File: src/rtl/delay_tap_mixer.sv
// delay_tap_mixer: registers the delay-line tap select, mixes the live sample
// with the selected delayed sample into a saturated echo, and mutes the wet
// term while a newly selected delay line refills.
//
// Optional feature macro: MIX_PEAK_EN (peak hold on peak_out, cleared by peak_clr).
//
// Ports:
//   clk, rst             rising-edge clock, synchronous active-high reset
//   tap_sel / tap_sel_q  requested tap / registered tap driving the line mux
//   gain                 wet gain, wet = (in_dly * gain) >> GAIN_W
//   in_valid/in_ready    input handshake for the live/delayed pair
//   in_live, in_dly      dry sample and delayed sample
//   out_valid/out_ready  output handshake
//   out_data             saturated mix
//   muted                high while the tap FSM is refilling (MUTE)
//   peak_out, peak_clr   peak hold of transferred outputs and its clear
module delay_tap_mixer #(
    parameter int WIDTH       = 8,
    parameter int GAIN_W      = 3,
    parameter int MUTE_CYCLES = 90
) (
    input  logic              clk,
    input  logic              rst,
    input  logic [1:0]        tap_sel,
    output logic [1:0]        tap_sel_q,
    input  logic [GAIN_W-1:0] gain,
    input  logic              in_valid,
    output logic              in_ready,
    input  logic [WIDTH-1:0]  in_live,
    input  logic [WIDTH-1:0]  in_dly,
    output logic              out_valid,
    input  logic              out_ready,
    output logic [WIDTH-1:0]  out_data,
    output logic              muted,
    output logic [WIDTH-1:0]  peak_out,
    input  logic              peak_clr
);

    localparam int PW    = WIDTH + GAIN_W;
    localparam int CNT_W = $clog2(MUTE_CYCLES + 1);
    localparam logic [CNT_W-1:0] CNT_LOAD = CNT_W'(MUTE_CYCLES - 1);

    typedef enum logic {
        RUN  = 1'b0,
        MUTE = 1'b1
    } state_e;

    state_e           state_q;
    logic [CNT_W-1:0] cnt_q;

    // Tap FSM. The counter runs on every clock regardless of the stream
    // handshake because the delay lines shift every clock.
    always_ff @(posedge clk) begin
        if (rst) begin
            state_q   <= MUTE;
            cnt_q     <= CNT_LOAD;
            tap_sel_q <= 2'd0;
        end else begin
            unique case (state_q)
                RUN: begin
                    if (tap_sel != tap_sel_q) begin
                        tap_sel_q <= tap_sel;
                        cnt_q     <= CNT_LOAD;
                        state_q   <= MUTE;
                    end
                end
                MUTE: begin
                    if (tap_sel != tap_sel_q) begin
                        // Restart the refill window for the new line.
                        tap_sel_q <= tap_sel;
                        cnt_q     <= CNT_LOAD;
                    end else if (cnt_q == '0) begin
                        state_q <= RUN;
                    end else begin
                        cnt_q <= cnt_q - CNT_W'(1);
                    end
                end
                default: state_q <= MUTE;
            endcase
        end
    end

    assign muted = (state_q == MUTE);

    // Stream pipeline
    logic             stall;
    logic             s1_valid_q;
    logic [WIDTH-1:0] s1_live_q;
    logic [PW-1:0]    s1_prod_q;
    logic [PW-1:0]    prod_d;
    logic [WIDTH:0]   sum_d;
    logic [WIDTH-1:0] sat_d;
    logic             out_valid_q;
    logic [WIDTH-1:0] out_data_q;

    assign stall    = out_valid_q && !out_ready;
    assign in_ready = !stall;

    // Mute decision is taken at accept; in-flight samples keep their wet term.
    assign prod_d = muted ? '0 : (PW'(in_dly) * PW'(gain));

    assign sum_d = {1'b0, s1_live_q} + {1'b0, s1_prod_q[PW-1:GAIN_W]};
    assign sat_d = sum_d[WIDTH] ? {WIDTH{1'b1}} : sum_d[WIDTH-1:0];

    always_ff @(posedge clk) begin
        if (rst) begin
            s1_valid_q  <= 1'b0;
            s1_live_q   <= '0;
            s1_prod_q   <= '0;
            out_valid_q <= 1'b0;
            out_data_q  <= '0;
        end else if (!stall) begin
            s1_valid_q <= in_valid;
            if (in_valid) begin
                s1_live_q <= in_live;
                s1_prod_q <= prod_d;
            end
            out_valid_q <= s1_valid_q;
            if (s1_valid_q) begin
                out_data_q <= sat_d;
            end
        end
    end

    assign out_valid = out_valid_q;
    assign out_data  = out_data_q;

`ifdef MIX_PEAK_EN
    logic             xfer;
    logic [WIDTH-1:0] peak_q;

    assign xfer = out_valid_q && out_ready;

    // A clear coinciding with a transfer restarts the peak at that value.
    always_ff @(posedge clk) begin
        if (rst) begin
            peak_q <= '0;
        end else if (peak_clr) begin
            peak_q <= xfer ? out_data_q : '0;
        end else if (xfer && (out_data_q > peak_q)) begin
            peak_q <= out_data_q;
        end
    end

    assign peak_out = peak_q;
`else
    logic unused_peak_clr;
    assign unused_peak_clr = peak_clr;
    assign peak_out        = '0;
`endif

endmodule

File: config.mk
export PLATFORM = sky130hd
export DESIGN_NAME = delay_tap_mixer
export DESIGN_NICKNAME = d
export VERILOG_FILES = /design/src/rtl/delay_tap_mixer.sv
export SDC_FILE = /design/constraint.sdc
export NUM_CORES = 1
export LEC_CHECK = 0
export CAP_MARGIN = 20
export CORE_ASPECT_RATIO = 2
export CORE_MARGIN = 10
export CORE_UTILIZATION = 60
export CTS_BUF_LIST = sky130_fd_sc_hd__clkbuf_4
export CTS_CLUSTER_DIAMETER = 60
export DETAILED_ROUTE_END_ITERATION = 6
export DONT_BUFFER_PORTS = 1
export GPL_TIMING_DRIVEN = 1
export PLACE_DENSITY = 0.76
export SLEW_MARGIN = 20
export SYNTH_ARGS = -nofsm -noshare
export SYNTH_HDL_FRONTEND = slang
export SYNTH_SLANG_ARGS = --single-unit
export TNS_END_PERCENT = 20
File: constraint.sdc
create_clock -name clk -period 3.9 [get_ports clk]
set_input_delay 0.78 -clock clk [delete_from_list [all_inputs] [get_ports clk]]
set_output_delay 0.78 -clock clk [all_outputs]
set_load 0.02 [all_outputs]
# Word level (Yosys, flattened, before mapping)
# Cells that the tools add are included.
[word_totals] out_inout_bits=21 inputBits=26 wordCells=34 register_bits=39
[classes] eq_ne=3 n_mux=11 add_sub_neg=2 bitwise_logic=2 mul=1 reduce_logical=7
[ops] op="7-bit two-way mux" n=3
[ops] op="7-bit one-hot mux with 2 select lines" n=1
[ops] op="8-bit by 3-bit multiplier with 11-bit output" n=1
[ops] op="11-bit two-way mux" n=1
[ops] op="8-bit by 8-bit adder with 9-bit output" n=1
[ops] op="8-bit two-way mux" n=1
[ops] op="7-bit zero test" n=1
[ops] op="7-bit by 1-bit subtractor with 7-bit output (second input constant)" n=1
[ops] op="2-bit AND reduction" n=3
[ops] op="1-bit two-way mux" n=3
[ops] op="3-bit != test (second input constant)" n=1
[ops] op="1-bit zero test" n=2
[ops] op="2-bit two-way mux" n=1
[ops] op="2-bit != test" n=1
[ops] op="2-bit != test (second input constant)" n=1
[ops] op="1-bit NOT" n=2
[ops] op="1-bit one-hot mux with 2 select lines" n=1
[ops] op="1-bit logical AND" n=1

# Longest topological paths before layout
# Gate-level depths: netlist of the first run.
[depth] depth_word=4 depth_mapped=12 depth_no_buf=11

# Least setup slack after synthesis of the first run
# No wires, ideal clock.
[synth_path] kind="input port to flip-flop" start="in gain[1]" end="reg s1_prod_q[8]" required_time_ns=3.783 stages=12 path_slack_ns=1.065 n_path_buf=1 arrival_time_ns=2.719 setup_ns=0.117 path_cell_list="clkbuf_2 > nand2_1 > inv_1 > fa_1 > nand3_1 > nor2_1 > fa_1 > a21oi_1 > o21ai_0 > a21oi_1 > xnor2_1 > a22o_1"
[synth_between] elab_chain_len=2
[synth_rtl] element="from (decl)" line="26" rtl="input logic [GAIN_W-1:0] gain,"
[synth_rtl] element="8-bit by 3-bit multiplier with 11-bit output" line="100" rtl="assign prod_d = muted ? '0 : (PW'(in_dly) * PW'(gain));"
[synth_rtl] element="11-bit two-way mux" line="100"
[synth_rtl] element="to (signal assigned)" line="116" rtl="s1_prod_q <= prod_d;"
[synth_rtl] element="to (decl)" line="89" rtl="logic [PW-1:0] s1_prod_q;"
# No other way between the ends.
# A chain may end at the register's enable or synchronous reset.

# Final worst setup path of the first run
[layout_path] start="in in_dly[0]" end="reg s1_prod_q[8]"
[layout_between] elab_chain_len=2
[layout_rtl] element="from (decl)" line="30" rtl="input logic [WIDTH-1:0] in_dly,"
[layout_rtl] element="8-bit by 3-bit multiplier with 11-bit output" line="100"
[layout_rtl] element="11-bit two-way mux" line="100"
# No other way between the ends.

==> flow_summary.ini, run 1 <==
[timing]
slew_violations = 0
period_share_pct = 66.5
final-hold-violation-count = 0
fin_tns_setup_ns = 0
layout_setup_ws_ns = 1.31
fmax_mhz = 385
tightest_slew_ns = 0.629
skew_ns = 0.0106
fin_crit_ns = 2.59
slew_headroom_pct = 57.7
setup_violations = 0
rsz0062_at_grt = false

[worst_setup_path]
critPathMaxFanout = 2
cp-end-kind = flop
worstPathArrival_ns = 2.83
worstPathRequired_ns = 4.13
crit_chain = and2_1, fa_1, nand3_1, nor2_1, fa_1, a21oi_1, o21ai_0, a21oi_1, xnor2_1, a22o_1
crit_type = in -> reg
cpMaxStageDelayCell = fa_1
worstSetupStartpointType = primary input
slowest_delay_ns = 0.47

[clocking]
cts_root_buf = clkbuf_4
cts_resized = 0
cts.clk_slew.worst_paths_ns = 0.10
holdBufCountCts = 0
clock_path_buffers = 2
postCtsSetupRepairBufs = 0
htree_levels = 2
clk_latency_ns = 0.33
cts_tree = built
cts.sink_count = 36
numCtsBuffers = 5

[detailed_routing]
wl_mm = 4.41
drt-initial-drc-count = 41
vias_per_cell = 5.51
first_pass_iters = 6
wire_per_inst_um = 14.2
vias = 1708
remaining_drc_errors = 0
drtAntennaViolNets = 0

[final_layout]
synthToLayoutAreaGrowth_pct = 2.42
diodes = 0
nets = 311
fillers = 346
drive_above_1_share_pct = 4.98

[global_route]
track_usage_pct = 14.0
grt_first_pass_wirelength_mm = 7.76
grt_overflow = 0
grt_pass1_vias = 1776
antenna_found_initial = 0
grt_max_degree = 28

[power_and_ir_drop]
power.density_mw_per_mm2 = 319
p_leak_uw = 0.00103
ir_drop_v = 0.000223

[worst_hold_path]
hold_path.class = reg -> reg

[floorplan]
die_height_um = 106
chipWidth_um = 63.1
row_count = 31
start_util_pct = 61.7
io-pin-count = 47
die_area_mm2 = 0.00669
core_area_mm2 = 0.00361

[logic_synthesis]
synth_cells = 261
yosys.cell_types.count = 40
synth-seq-cells = 36
yosysWarnings = 0
yosysSeqAreaShare_pct = 32.4
synth_area_mm2 = 0.00223
avgSynthCellArea_um2 = 8.53

[placed_design]
dp_hpwl_mm = 3.68
io_buffers = 0
gp_congestion = 0.807
preCtsSetupSlack_ns = 0.946

[flow_run]
maxCapViolCount = 0

[run_status]
status = finished, final reports clean
==> cell usage in the layout, fill, tap and decap left out, drive strengths merged <==
cell     instances
nor4             3
o211a            1
dfxtp           36
o41ai            2
xnor2           12
o2bb2ai          1
a21oi           25
a21o             2
a211oi          11
nor2            20
or2              1
o21a             1
conb             8
nand3            2
ha              17
or3              2
xor2             6
a31oi            1
inv             19
nand2           43
o21bai           2
a311oi           1
fa               8
clkinv           1
nor2b            2
and3             2
and2             8
o31ai            1
nor3             3
or3b             1
nand4            1
clkbuf           7
nand2b           1
o21ai            5
a22o             5
==> synth_stat cells, drive strengths merged <==
cell	number	area, µm²
a211oi	11	87.6
a21o	2	16.3
a21oi	25	125
a22o	5	43.8
a311oi	1	8.76
a31oi	1	6.26
and2	8	50.1
and3	2	12.5
buf	10	70.1
clkbuf	5	20.0
conb	1	3.75
dfxtp	36	721
fa	8	160
ha	17	213
inv	19	71.3
nand2	43	161
nand2b	1	6.26
nand3	2	10.0
nand4	1	6.26
nor2	20	75.1
nor2b	2	12.5
nor3	3	15.0
nor4	3	18.8
o211a	1	10.0
o21a	1	7.51
o21ai	5	25.0
o21bai	2	15.0
o2bb2ai	1	8.76
o31ai	1	21.3
o41ai	2	36.3
or2	1	6.26
or3	2	12.5
or3b	1	11.3
xnor2	12	105
xor2	6	52.6
==> cell families (layout without fill, tap and decap cells) <==
group / after synthesis / after routing / share of synthesized area, %
compound gates: 58 / 58 / 18.5
other cells: 1 / 8 / 0.168
simple gates: 89 / 89 / 17.9
fa+ha+maj: 25 / 25 / 16.8
buf+inv: 34 / 27 / 7.25
xor+xnor: 18 / 18 / 7.08
flops: 36 / 36 / 32.4
==> power by group <==
part	switching (µW)	internal, µW	leakage, µW	total, µW
sequential	19.4	382	0.000294	401
clock	113	83.2	0.0000338	196
combinational	76.9	52.7	0.000706	130
==> worst max-delay path, delay by kind of cell <==
family          cells  cell delay, ns
fa+ha+maj           2            0.87
compound gates      4            0.78
simple gates        3            0.32
xor+xnor            1            0.08
==> metrics by stage <==
| stage | util [%] | cell area (µm²) | std cells | hold slack [ns] | power, µW |
|---|---|---|---|---|---|
| 2_1_floorplan | - | 2250 | 268 | 0.434 | 531 |
| 3_5_place_dp | 61.6 | 2220 | 302 | 0.448 | 541 |
| 4_1_cts | 63.2 | 2280 | 310 | 0.463 | 733 |
| 5_1_grt | 63.2 | 2280 | 310 | 0.477 | 770 |
| 3_3_place_gp | 61.6 | 2220 | 302 | 0.441 | 537 |
| 6_report | 63.2 | 2280 | 310 | 0.463 | 727 |
==> final cells by class <==
type	instances	area, µm²	area share, %
multi-input cells	198	1370	60.1
flip-flops and latches	36	721	31.6
well taps	49	61.3	2.69
clock buffers	7	52.6	2.31
inverters	19	71.3	3.13
clock inverters	1	3.75	0.165
==> path summary, 6_finish.rpt <==
kind / startpoint / to / slack, ns / cells after the start
setup reg to reg: s1_live_q[0]$_SDFFE_PP0P_ / out_data[5]$_SDFFE_PP0P_ / 1.68 / 7
setup / recovery: in_dly[0] / s1_prod_q[8]$_SDFFE_PP0P_ / 1.31 / 10
hold / removal: s1_live_q[0]$_SDFFE_PP0P_ / s1_live_q[0]$_SDFFE_PP0P_ / 0.46 / 2
hold reg to reg: s1_live_q[0]$_SDFFE_PP0P_ / s1_live_q[0]$_SDFFE_PP0P_ / 0.46 / 2
==> metal layers <==
metal	vias up	routed length, µm	GRT usage [%]
li1	866	-	-
met1	800	1380	11.1
met2	31	2600	28.3
met3	11	284	4.00
met4	0	141	7.72
met5	-	0	0
==> state kept, by name, summed over array words and instances (netlist names) <==
register and cells:
tap_sel_q 2, cnt_q 7, out_valid 1, s1_valid_q 1, s1_prod_q 8, s1_live_q 8, out_data 8, muted 1
No activity file was read; power rests on OpenSTA's default activity.
==> run 2, diff against run 1 <==
--- a/config.mk
+++ b/config.mk
@@ -5,6 +5,7 @@
 export SDC_FILE = /design/constraint.sdc
 export NUM_CORES = 1
 export LEC_CHECK = 0
+export ABC_AREA = 1
 export CAP_MARGIN = 20
 export CORE_ASPECT_RATIO = 2
 export CORE_MARGIN = 10
@@ -14,7 +15,7 @@
 export DETAILED_ROUTE_END_ITERATION = 6
 export DONT_BUFFER_PORTS = 1
 export GPL_TIMING_DRIVEN = 1
-export PLACE_DENSITY = 0.76
+export PLACE_DENSITY = 0.79
 export SLEW_MARGIN = 20
 export SYNTH_ARGS = -nofsm -noshare
 export SYNTH_HDL_FRONTEND = slang
==> constraint.sdc (replaced) <==
create_clock -name clk -period 2.1 [get_ports clk]
set_input_delay 0.42 -clock clk [delete_from_list [all_inputs] [get_ports clk]]
set_output_delay 0.42 -clock clk [all_outputs]
set_load 0.02 [all_outputs]
==> flow_summary.ini, run 2 <==
[run_status]
status = finished, final reports clean

[floorplan]
chipWidth_um = 65.4
row_count = 33
die_height_um = 111
die_area_mm2 = 0.00725
start_util_pct = 61.1
core_area_mm2 = 0.00405
io-pin-count = 47

[placed_design]
dp_hpwl_mm = 4.12
place_inst = 380
io_buffers = 0
gp_congestion = 0.856

[final_layout]
final_cell_mix = nand2_1, inv_1, nor2_1
diodes = 0
drive_above_1_share_pct = 17.6
nets = 386
final_common_cell = nand2_1
fillers = 388
synthToLayoutAreaGrowth_pct = 7.89
finalNonFillerCells = 388

[clocking]
htree_levels = 2
holdBufCountCts = 0
cts.clk_slew.worst_paths_ns = 0.10
cts.sink_count = 36
cts_tree = built
postCtsSetupRepairBufs = 0
numCtsBuffers = 5
clock_path_buffers = 2
cts_resized = 0
cts_root_buf = clkbuf_4
clk_latency_ns = 0.33

[worst_setup_path]
rr_worst_depth = 10
reg2reg_slack_ns = 0.34
regToRegEndpoint = out_data[0]$_SDFFE_PP0P_
worstSetupStartpointType = primary input
r2r_start = s1_live_q[0]$_SDFFE_PP0P_
worstPathRequired_ns = 2.37
cp-end-kind = flop
crit_type = in -> reg
worstPathArrival_ns = 2.11
critPathMaxFanout = 3

[detailed_routing]
remaining_drc_errors = 0
wire_per_inst_um = 12.4
first_pass_iters = 4
drt-initial-drc-count = 48
vias = 2019
vias_per_cell = 5.20
wl_mm = 4.81
drtAntennaViolNets = 0

[power_and_ir_drop]
ir_drop_v = 0.000366
p_leak_uw = 0.00130
power.density_mw_per_mm2 = 549

[logic_synthesis]
yosysMostFrequentCell = nand2_1
synth_area_leaders = dfxtp_1, nand2_1, ha_1
yosysWarnings = 0
synth_top_area_share_pct = 29.1
synth-async-reset-ratio_pct = 0
yosys.cell_types.count = 39
synth_area_mm2 = 0.00247
avgSynthCellArea_um2 = 7.54
synth-seq-cells = 36
synth_flop_cell = dfxtp_1
synth_edf_count = 0
yosysTopAreaCell = dfxtp_1
yosysSeqAreaShare_pct = 29.1
synth_cells = 328
synth_common_cells = nand2_1, inv_1, nor2_1

[worst_hold_path]
min_path_cells = 1
whs_endpoint = s1_prod_q[9]$_SDFFE_PP0P_
hold_start = rst
hold_path.class = in -> reg

[timing]
final-hold-violation-count = 0
slew_violations = 0
fin_crit_ns = 1.83
fin_tns_setup_ns = 0
fmax_mhz = 545
rsz0062_at_grt = false
setup_violations = 0
skew_ns = 0.00570
period_share_pct = 87.4

[global_route]
grt_max_degree = 20
antenna_found_initial = 0
grt_overflow = 0
track_usage_pct = 13.7
grt_pass1_vias = 1954
grt_first_pass_wirelength_mm = 8.25

[flow_run]
maxCapViolCount = 0
run 2: changes by cell type in the layout (fill, tap and decap cells not counted), moves of 10 or more:
cell	previous run	this run
inv_1	19	40
nor2_1	20	40
nand2_1	43	57
o21ai_0	5	18
a21oi_1	25	13
a211oi_1	10	0
nand2_2	0	10
nand3_1	2	12
run 2: routing by layer:
layer  global-route usage (%)  vias up  part of all wire, %
li1                         -     1043                    -
met5                        0        -                    0
met4                     6.61        0                  2.1
met3                     4.05        8                  7.6
met1                     12.0      915                   33
met2                     26.3       53                   57
run 2: how the worst max path moves through the flow:
stage,slack [ns],end,startpoint
5_1_grt,0.12,s1_prod_q[10]$_SDFFE_PP0P_,in_dly[2]
6_report,0.27,s1_prod_q[10]$_SDFFE_PP0P_,in_dly[2]
3_5_place_dp,-0.09,s1_prod_q[10]$_SDFFE_PP0P_,in_dly[2]
3_3_place_gp,-0.07,s1_prod_q[10]$_SDFFE_PP0P_,in_dly[2]
4_1_cts,0.26,s1_prod_q[10]$_SDFFE_PP0P_,in_dly[2]
2_1_floorplan,-0.03,s1_prod_q[10]$_SDFFE_PP0P_,gain[2]
run 2: cells by family after synthesis:
kind of cell,Yosys count,share of synthesized area (%)
compound gates,52,12.5
xor+xnor,8,2.83
simple gates,146,29.5
flops,36,29.1
fa+ha+maj,25,15.1
other cells,1,0.152
buf+inv,60,10.7
run 2: cell type report:
| type | count | area (µm²) | share of cell area [%] |
|---|---|---|---|
| clock buffer | 7 | 52.6 | 1.97 |
| clock inverter | 1 | 3.75 | 0.141 |
| inverter | 47 | 181 | 6.80 |
| multi-input combinational | 239 | 1600 | 60.0 |
| sequential | 36 | 721 | 27.0 |
| tap | 52 | 65.1 | 2.44 |
| timing repair buffer | 6 | 45.0 | 1.69 |
run 2: report_power, final:
group          switching (µW)  leakage, µW  internal, µW
Clock                     207    0.0000338           155
Combinational             206     0.000976           148
Sequential               36.6     0.000295           712
Total                     450      0.00130          1010
run 2: critical path, cell delays in order:
cell	delay, ns
nand2_1	0.04
inv_1	0.05
fa_1	0.52
nand2_1	0.07
nor3_2	0.21
fa_2	0.26
nand4_1	0.13
nand3_1	0.10
nand2_1	0.07
nand2_1	0.06
nand2_1	0.05
a21oi_1	0.12
run 2: metrics by stage:
stage | power (µW) | area [µm²] | hold WS, ns | utilization (%) | setup WS (ns)
after floorplan | 1070 | 2610 | 0.443 | - | -0.0279
after global placement | 1110 | 2610 | 0.458 | 64.6 | -0.0705
after detailed placement | 1120 | 2610 | 0.457 | 64.6 | -0.0904
after CTS | 1480 | 2670 | 0.126 | 66.0 | 0.263
after global routing | 1570 | 2670 | 0.113 | 66.0 | 0.119
final | 1470 | 2670 | 0.140 | 66.0 | 0.265
==> run 3, diff against run 2 <==
--- a/config.mk
+++ b/config.mk
@@ -8,7 +8,7 @@
 export ABC_AREA = 1
 export CAP_MARGIN = 20
 export CORE_ASPECT_RATIO = 2
-export CORE_MARGIN = 10
+export CORE_MARGIN = 4
 export CORE_UTILIZATION = 60
 export CTS_BUF_LIST = sky130_fd_sc_hd__clkbuf_4
 export CTS_CLUSTER_DIAMETER = 60
==> flow_summary.ini, run 3 (synthesis results as in run 2) <==
[run_status]
status = finished, final reports clean

[worst_setup_path]
path_buf_inv = 1
startpoint = in_dly[2]
slowest_delay_ns = 0.53
crit_family = adder cells
r2r_start = s1_live_q[0]$_SDFFE_PP0P_
worstSetupStartpointType = primary input
crit_type = in -> reg
worstPathRequired_ns = 2.37
cp-end-kind = flop
crit_top_cell = nand2_1
cpMaxStageDelayCell = fa_1
critPathMaxFanout = 3
worstPathArrival_ns = 2.14
crit_chain = nand2_1, inv_1, fa_1, nand2_1, nor3_2, fa_2, nand4_1, nand3_1, nand2_1, nand2_1, nand2_1, a21oi_1

[clocking]
clock_path_buffers = 2
htree_levels = 2
clk_latency_ns = 0.34
cts_resized = 0
postCtsSetupRepairBufs = 0
numCtsBuffers = 5
holdBufCountCts = 0
cts.clk_slew.worst_paths_ns = 0.11
cts_tree = built
cts.sink_count = 36
cts_root_buf = clkbuf_4

[power_and_ir_drop]
p_comb_share_pct = 24.6
sw_frac_of_total_pct = 31.2
seqPwrFrac_pct = 51.5
power_frac_clock_pct = 23.9
switchingPower_uw = 453
power.density_mw_per_mm2 = 545
p_leak_uw = 0.00130
p_int_uw = 998
ir_drop_v = 0.000362

[floorplan]
die_height_um = 98.8
chipWidth_um = 53.4
core_area_mm2 = 0.00392
start_util_pct = 63.0
io-pin-count = 47
row_count = 32
die_area_mm2 = 0.00528

[detailed_routing]
wire_per_inst_um = 12.1
first_pass_iters = 4
vias_per_cell = 5.25
drtAntennaViolNets = 0
remaining_drc_errors = 0
vias = 2025
wl_mm = 4.66
drt-initial-drc-count = 32

[timing]
fin_crit_ns = 1.87
final-hold-violation-count = 0
slew_violations = 0
rsz0062_at_grt = false
skew_ns = 0.0153
fmax_mhz = 535
fin_tns_setup_ns = 0
setup_violations = 0
period_share_pct = 88.9

[final_layout]
final_common_cell = nand2_1
diodes = 0
nets = 386
final_cell_mix = nand2_1, inv_1, nor2_1
drive_above_1_share_pct = 17.6
finalNonFillerCells = 386
finish.utilization_pct = 67.8
synthToLayoutAreaGrowth_pct = 7.59

[placed_design]
dp_hpwl_mm = 3.96
gp_congestion = 0.861
place_inst = 379
io_buffers = 0

[worst_hold_path]
hold_start = rst
hold_path.class = in -> reg

[flow_run]
maxCapViolCount = 0

[global_route]
grt_max_degree = 20
antenna_found_initial = 0
grt_pass1_vias = 2044
grt_overflow = 0
grt_first_pass_wirelength_mm = 8.40
track_usage_pct = 20.8
==> run 3: path summary, 6_finish.rpt <==
kind | end | slack [ns] | cells after the start
worst max-delay path | s1_prod_q[10]$_SDFFE_PP0P_ | 0.23 | 12
worst min-delay path | s1_valid_q$_SDFFE_PP0N_ | 0.13 | 1
worst max register to register | out_data[1]$_SDFFE_PP0P_ | 0.34 | 10
worst min register to register | s1_prod_q[6]$_SDFFE_PP0P_ | 0.48 | 2
==> run 3: layer usage <==
metal / part of all wire, % / vias to the layer above / global-route usage (%)
met3: 6.0 / 8 / 5.14
met1: 32 / 922 / 19.8
met5: 0 / - / 0
li1: - / 1046 / -
met4: 2.4 / 0 / 10.0
met2: 59 / 49 / 38.6
==> run 3: cell type report <==
class,instances,area [µm²]
clock inverter,1,5.00
multi-input combinational,239,1600
clock buffer,6,45.0
sequential,36,721
timing repair buffer,6,45.0
fill,395,1260
inverter,47,181
tap,51,63.8
==> run 3: per-stage QoR <==
stage	setup slack (ns)	total power (µW)	hold slack [ns]	instance area, µm²
finish	0.232	1450	0.133	2660
global route	0.0755	1560	0.114	2660
CTS	0.221	1470	0.122	2660
detailed placement	-0.142	1120	0.459	2610
global placement	-0.0774	1110	0.455	2610
floorplan	-0.0279	1070	0.443	2610
==> run 3: power groups by stage <==
stage | clock, µW | combinational, µW | sequential, µW
after floorplan | 0 | 315 | 760
after global placement | 0 | 346 | 763
after detailed placement | 0 | 360 | 764
after CTS | 360 | 361 | 749
after global routing | 391 | 412 | 752
final | 346 | 357 | 748
